--- src/rtl/axis_packetizer.sv ---
// ---------------------------------------------------------------------------------------------
// axis_packetizer
//
// Cuts an unframed AXI-Stream sample stream (no tlast on the input) into packets of a
// runtime-configurable length by generating tlast. Packet boundaries are honoured strictly:
// a packet that has started is always completed, and the configured length is only sampled
// when a new packet begins. While disabled, the input is drained (accepted and discarded) so
// the source never stalls.
//
// The output side is a 2-entry skid buffer driven straight from registers. s_axis_tready is
// itself a flop computed from next-state values, so there is no combinational path from
// m_axis_tready to s_axis_tready.
//
// Ports:
//   axis_aclk, axis_aresetn   clock, asynchronous active-low reset
//   cfg_enable                1 = produce packets, 0 = finish current packet then drain
//   cfg_packet_len            packet length in beats (0 -> 1, > MAX_PACKET_LEN -> MAX)
//   s_axis_*                  unframed input stream (tready/tdata/tvalid)
//   m_axis_*                  framed output stream (tready/tdata/tvalid/tlast)
//   sts_packet_count          complete packets handed off on the m side (wraps)
//   sts_busy                  packetizing, or beats still queued for the m side
// ---------------------------------------------------------------------------------------------
module axis_packetizer #(
    parameter int unsigned AXIS_TDATA_WIDTH = 32,
    parameter int unsigned MAX_PACKET_LEN   = 1024,
    parameter int unsigned LEN_W            = $clog2(MAX_PACKET_LEN) + 1
) (
    input  logic                        axis_aclk,
    input  logic                        axis_aresetn,

    input  logic                        cfg_enable,
    input  logic [LEN_W-1:0]            cfg_packet_len,

    output logic                        s_axis_tready,
    input  logic [AXIS_TDATA_WIDTH-1:0] s_axis_tdata,
    input  logic                        s_axis_tvalid,

    input  logic                        m_axis_tready,
    output logic [AXIS_TDATA_WIDTH-1:0] m_axis_tdata,
    output logic                        m_axis_tvalid,
    output logic                        m_axis_tlast,

    output logic [31:0]                 sts_packet_count,
    output logic                        sts_busy
);

    typedef enum logic [0:0] {
        StIdle,
        StRun
    } state_e;

    // Legal length range is 1..MAX_PACKET_LEN.
    function automatic logic [LEN_W-1:0] clamp_len(input logic [LEN_W-1:0] len);
        if (len == '0) begin
            return LEN_W'(1);
        end else if (len > LEN_W'(MAX_PACKET_LEN)) begin
            return LEN_W'(MAX_PACKET_LEN);
        end else begin
            return len;
        end
    endfunction

    // -----------------------------------------------------------------------------------------
    // State
    // -----------------------------------------------------------------------------------------
    state_e                      state_q;
    logic [LEN_W-1:0]            remaining_q;   // beats left in the packet after the next one

    logic [AXIS_TDATA_WIDTH-1:0] head_data_q;
    logic                        head_last_q;
    logic                        head_valid_q;
    logic [AXIS_TDATA_WIDTH-1:0] tail_data_q;
    logic                        tail_last_q;
    logic                        tail_valid_q;

    logic                        s_ready_q;
    logic                        busy_q;
    logic [31:0]                 pkt_cnt_q;

    // -----------------------------------------------------------------------------------------
    // Next-state helpers
    // -----------------------------------------------------------------------------------------
    logic             in_acc;
    logic             push;
    logic             pop;
    logic             beat_last;
    logic             run_start;
    logic             run_end;
    logic             run_next;
    logic [LEN_W-1:0] reload_len;
    logic             head_valid_d;
    logic             tail_valid_d;
    logic             push_to_head;
    logic             push_to_tail;

    assign in_acc     = s_axis_tvalid & s_axis_tready;
    // Beats accepted in IDLE (including the enabling cycle) are discarded.
    assign push       = in_acc & (state_q == StRun);
    assign pop        = head_valid_q & m_axis_tready;
    assign beat_last  = (remaining_q == '0);
    assign reload_len = clamp_len(cfg_packet_len) - LEN_W'(1);

    assign run_start  = (state_q == StIdle) & cfg_enable;
    assign run_end    = push & beat_last & ~cfg_enable;
    assign run_next   = run_start | ((state_q == StRun) & ~run_end);

    // Skid buffer occupancy after this edge. A pop frees the head (the tail moves up if
    // present); a push then lands in the first free slot, keeping FIFO order.
    always_comb begin
        head_valid_d = head_valid_q;
        tail_valid_d = tail_valid_q;
        push_to_head = 1'b0;
        push_to_tail = 1'b0;

        if (pop) begin
            if (tail_valid_q) begin
                tail_valid_d = 1'b0;
            end else begin
                head_valid_d = 1'b0;
            end
        end

        if (push) begin
            if (head_valid_d) begin
                push_to_tail = 1'b1;
                tail_valid_d = 1'b1;
            end else begin
                push_to_head = 1'b1;
                head_valid_d = 1'b1;
            end
        end
    end

    // -----------------------------------------------------------------------------------------
    // FSM, skid buffer and status registers
    // -----------------------------------------------------------------------------------------
    always_ff @(posedge axis_aclk or negedge axis_aresetn) begin
        if (!axis_aresetn) begin
            state_q      <= StIdle;
            remaining_q  <= '0;
            head_data_q  <= '0;
            head_last_q  <= 1'b0;
            head_valid_q <= 1'b0;
            tail_data_q  <= '0;
            tail_last_q  <= 1'b0;
            tail_valid_q <= 1'b0;
            s_ready_q    <= 1'b1;
            busy_q       <= 1'b0;
            pkt_cnt_q    <= '0;
        end else begin
            case (state_q)
                StIdle: begin
                    if (cfg_enable) begin
                        state_q     <= StRun;
                        remaining_q <= reload_len;
                    end
                end
                StRun: begin
                    if (push) begin
                        if (!beat_last) begin
                            remaining_q <= remaining_q - LEN_W'(1);
                        end else if (cfg_enable) begin
                            // Only point where a new length is picked up mid-stream.
                            remaining_q <= reload_len;
                        end else begin
                            state_q <= StIdle;
                        end
                    end
                end
                default: begin
                    state_q <= StIdle;
                end
            endcase

            if (push_to_head) begin
                head_data_q <= s_axis_tdata;
                head_last_q <= beat_last;
            end else if (pop && tail_valid_q) begin
                head_data_q <= tail_data_q;
                head_last_q <= tail_last_q;
            end

            if (push_to_tail) begin
                tail_data_q <= s_axis_tdata;
                tail_last_q <= beat_last;
            end

            head_valid_q <= head_valid_d;
            tail_valid_q <= tail_valid_d;

            // IDLE always drains; RUN accepts only while a slot will be free.
            s_ready_q <= ~run_next | ~tail_valid_d;
            busy_q    <= run_next | head_valid_d;

            if (pop && head_last_q) begin
                pkt_cnt_q <= pkt_cnt_q + 32'd1;
            end
        end
    end

    // -----------------------------------------------------------------------------------------
    // Outputs
    // -----------------------------------------------------------------------------------------
    assign s_axis_tready    = s_ready_q;
    assign m_axis_tdata     = head_data_q;
    assign m_axis_tvalid    = head_valid_q;
    assign m_axis_tlast     = head_last_q;
    assign sts_packet_count = pkt_cnt_q;
    assign sts_busy         = busy_q;

endmodule

--- config.mk ---
export PLATFORM = sky130hd
export DESIGN_NAME = axis_packetizer
export DESIGN_NICKNAME = d
export VERILOG_FILES = /design/src/rtl/axis_packetizer.sv
export SDC_FILE = /design/constraint.sdc
export NUM_CORES = 1
export LEC_CHECK = 0
export ABC_CLOCK_PERIOD_IN_PS = 2009
export CAP_MARGIN = 20
export CORE_UTILIZATION = 33
export CTS_CLUSTER_SIZE = 30
export DETAILED_ROUTE_END_ITERATION = 10
export PLACE_DENSITY = 0.65
export RECOVER_POWER = 100
export SKIP_CTS_REPAIR_TIMING = 1
export SLEW_MARGIN = 0
export SYNTH_ARGS = -nofsm -noshare
export SYNTH_HDL_FRONTEND = slang
export SYNTH_SLANG_ARGS = --single-unit
--- constraint.sdc ---
create_clock -name axis_aclk -period 2.01 [get_ports axis_aclk]
set_input_delay 0.201 -clock axis_aclk [delete_from_list [all_inputs] [get_ports axis_aclk]]
set_output_delay 0.201 -clock axis_aclk [all_outputs]
set_load 0.03 [all_outputs]
==> summary.txt <==
Final Cell Area: 7700 um2
Fin. Hold Viols: 0
Fin nets: 674
CP cell instances: inv_2 -> ha_4 -> or4b_4 -> buf_6 -> o31ai_4 -> nand3_2 -> a21oi_2 -> a31oi_1
Global-route wire length before repair: 21.7 mm
N_diodes: 0
Global-route met3 utilization: 5.51%
TritonRoute pass-1 iters: 4
Crit-path slowest cell: or4b_4
Initial antenna violation count: 0
Area leader, netlist: dfrtp_1
Fin crit share: 103%
Violated checks: negative setup slack
Post-synth top flop: dfrtp_1
GR Overflow Total: 0
Vias in the first global route: 4341
Fin util: 50.1%
Number of fill cells: 1386
Syn Nets: 502
Number of synthesized flops with an enable pin: 0
Leakage: 3.67 nW
Synthesized instance count: 451
Vias/cell: 5.07
PortBufs: 115
Synth warnings: 0
Run status: complete, but fails checks
Power Density: 1400 nW/um2
Clock-pin slew on the worst setup and hold paths: 0.05 ns
Reg area: 2850 um2
Starting density of the core: 34.2%
Top Usage Layer GRT: met2
# clock sinks: 114
DRT Wirelength: 13.3 mm
Post-synthesis async set-or-reset flop share: 100%
CP Max Fanout: 5
Routing usage on met1: 21.1%
CP max stage delay: 0.51 ns
Slew Limit Fails: 0
Remaining DRCs: 0
Clock buffer depth: 2
Largest net degree at the start of global routing: 47
RD Place Congestion: 0.852
Root Driver: clkbuf_16
Worst endpoint data arrival time: 2.35 ns
DP Area: 7070 um2
Final setup viols: 4
Core area: 15400 um2
Slew headroom: 22.1%
CP Class: flip-flop to flip-flop
Post-DP HPWL: 9.46 mm
Clock skew: 0.00554 ns
Commonest non-fill, non-tap cell in the layout: dfrtp_1
Hold_ws: 0.439 ns
Area growth, synth to finish: 46.6%
Initial drt markers: 179
Num rows: 45
Clock network latency to the later pin of the worst-skew pair: 0.41 ns
Tmin final: 2.07 ns
Worst slew pin tran: 1.17 ns
Die width: 128 um
Synthesized area per cell: 11.6 um2
CTS tree: yes
Unrepaired setup endpoints after global routing: yes
Max cap viols: 0
Leading post-synthesis cells by cell area: dfrtp_1 54%, mux2_2 7.3%, a22o_1 5.3%
WL per Instance: 15.7 um
Delay-heaviest family, CP: simple AND/OR/NAND/NOR gates
DIE AREA: 16400 um2
Netlist cell types: 53
Vias after detailed routing: 4293
Inserted Clock Buffers: 17
Fmax: 484 MHz
Element type at the critical path start: flip-flop
Met2 usage: 28.1%
H-tree Lvls: 4
Synthesized area: 5250 um2
Most frequent cells in the layout: 113 x dfrtp_1, 68 x dlygate4sd3_1, 47 x clkdlybuf4s50_1
Worst endpoint required time: 2.29 ns
Min-Delay Path Class: input pin to flip-flop
Crit path buffers/inverters: 2
Pre-CTS setup slack: -0.347 ns
Top Ports: 116
Worst setup EP type: flip-flop
All-Layer GR Usage: 17.1%
Multi-input gate area: 2380 um2
Share of cells above drive strength 1: 23.3%
Post-route setup slack: -0.0575 ns
Register area share after synthesis: 54.3%
Max IR drop VDD: 0.944 mV
Seq cells post-synth: 114
Die height: 128 um
Antenna Nets Post-Route: 0
Top cell type's share of synthesized area: 53.8%
synth_stat cells, types with 7 or more instances:
library cell and instances:
a21o_1 33, a21oi_1 10, a22o_1 32, and3_1 12
buf_2 7, clkbuf_1 12, dfrtp_1 113, inv_1 8
mux2_2 34, nand2_1 33, nand3_1 12, nand4_1 11
nor2_1 24, o21ai_0 10, xnor2_1 24, xor2_1 11
layer usage:
metal,share of wire (%),up-vias
li1,-,2001
met1,44,2159
met2,49,118
met3,5.4,15
met4,1.6,0
met5,0,-
final timing paths:
kind                       depth (start not counted)  slack (ns)                            to                          from
setup / recovery                                   8       -0.06    remaining_q[1]$_DFFE_PN0P_    remaining_q[1]$_DFFE_PN0P_
max in group asynchronous                          3        0.27       s_axis_tready$_DFF_PN1_                  axis_aresetn
min in group asynchronous                          2        0.59   m_axis_tdata[9]$_DFFE_PN0P_                  axis_aresetn
hold / removal                                     2        0.44   tail_data_q[15]$_DFFE_PN0P_              s_axis_tdata[15]
hold reg to reg                                    1        0.47  m_axis_tdata[18]$_DFFE_PN0P_  m_axis_tdata[18]$_DFFE_PN0P_
setup reg to reg                                   8       -0.06    remaining_q[1]$_DFFE_PN0P_    remaining_q[1]$_DFFE_PN0P_
per-stage QoR:
step | power, mW | TNS, ns | instances
after floorplan | 6.11 | 0 | 451
final | 10.8 | -0.108 | 847
after detailed placement | 7.90 | -2.23 | 811
after global routing | 11.4 | -5.06 | 847
after global placement | 7.77 | -1.53 | 811
after CTS | 11.0 | -0.479 | 843
where the power goes:
| part | internal (mW) | total, mW | switching, mW |
|---|---|---|---|
| sequential | 3.14 | 3.65 | 0.511 |
| clock | 2.00 | 3.04 | 1.04 |
| combinational | 1.90 | 4.09 | 2.19 |
| total | 7.04 | 10.8 | 3.75 |
cell families after synthesis:
group	after synthesis	synth area share [%]
compound gates	111	16.6
xor+xnor	35	5.83
fa+ha+maj	3	0.715
buf+inv	27	2.10
flops	114	54.3
mux	37	7.86
simple gates	124	12.5
final cells by class:
class | count | area share, %
sequential | 114 | 37.1
inverter | 8 | 0.390
multi-input combinational | 310 | 31.0
clock buffer | 21 | 5.98
timing repair buffer | 172 | 20.4
clock inverter | 11 | 1.75
tap | 211 | 3.43
registers in the layout, indices dropped and copies added (netlist names):
signal,count
sts_busy,1
sts_packet_count,32
remaining_q,11
s_axis_tready,1
tail_last_q,1
m_axis_tdata,32
m_axis_tvalid,1
tail_valid_q,1
state_q,1
m_axis_tlast,1
tail_data_q,32
Power figures use the tool's default switching activity.
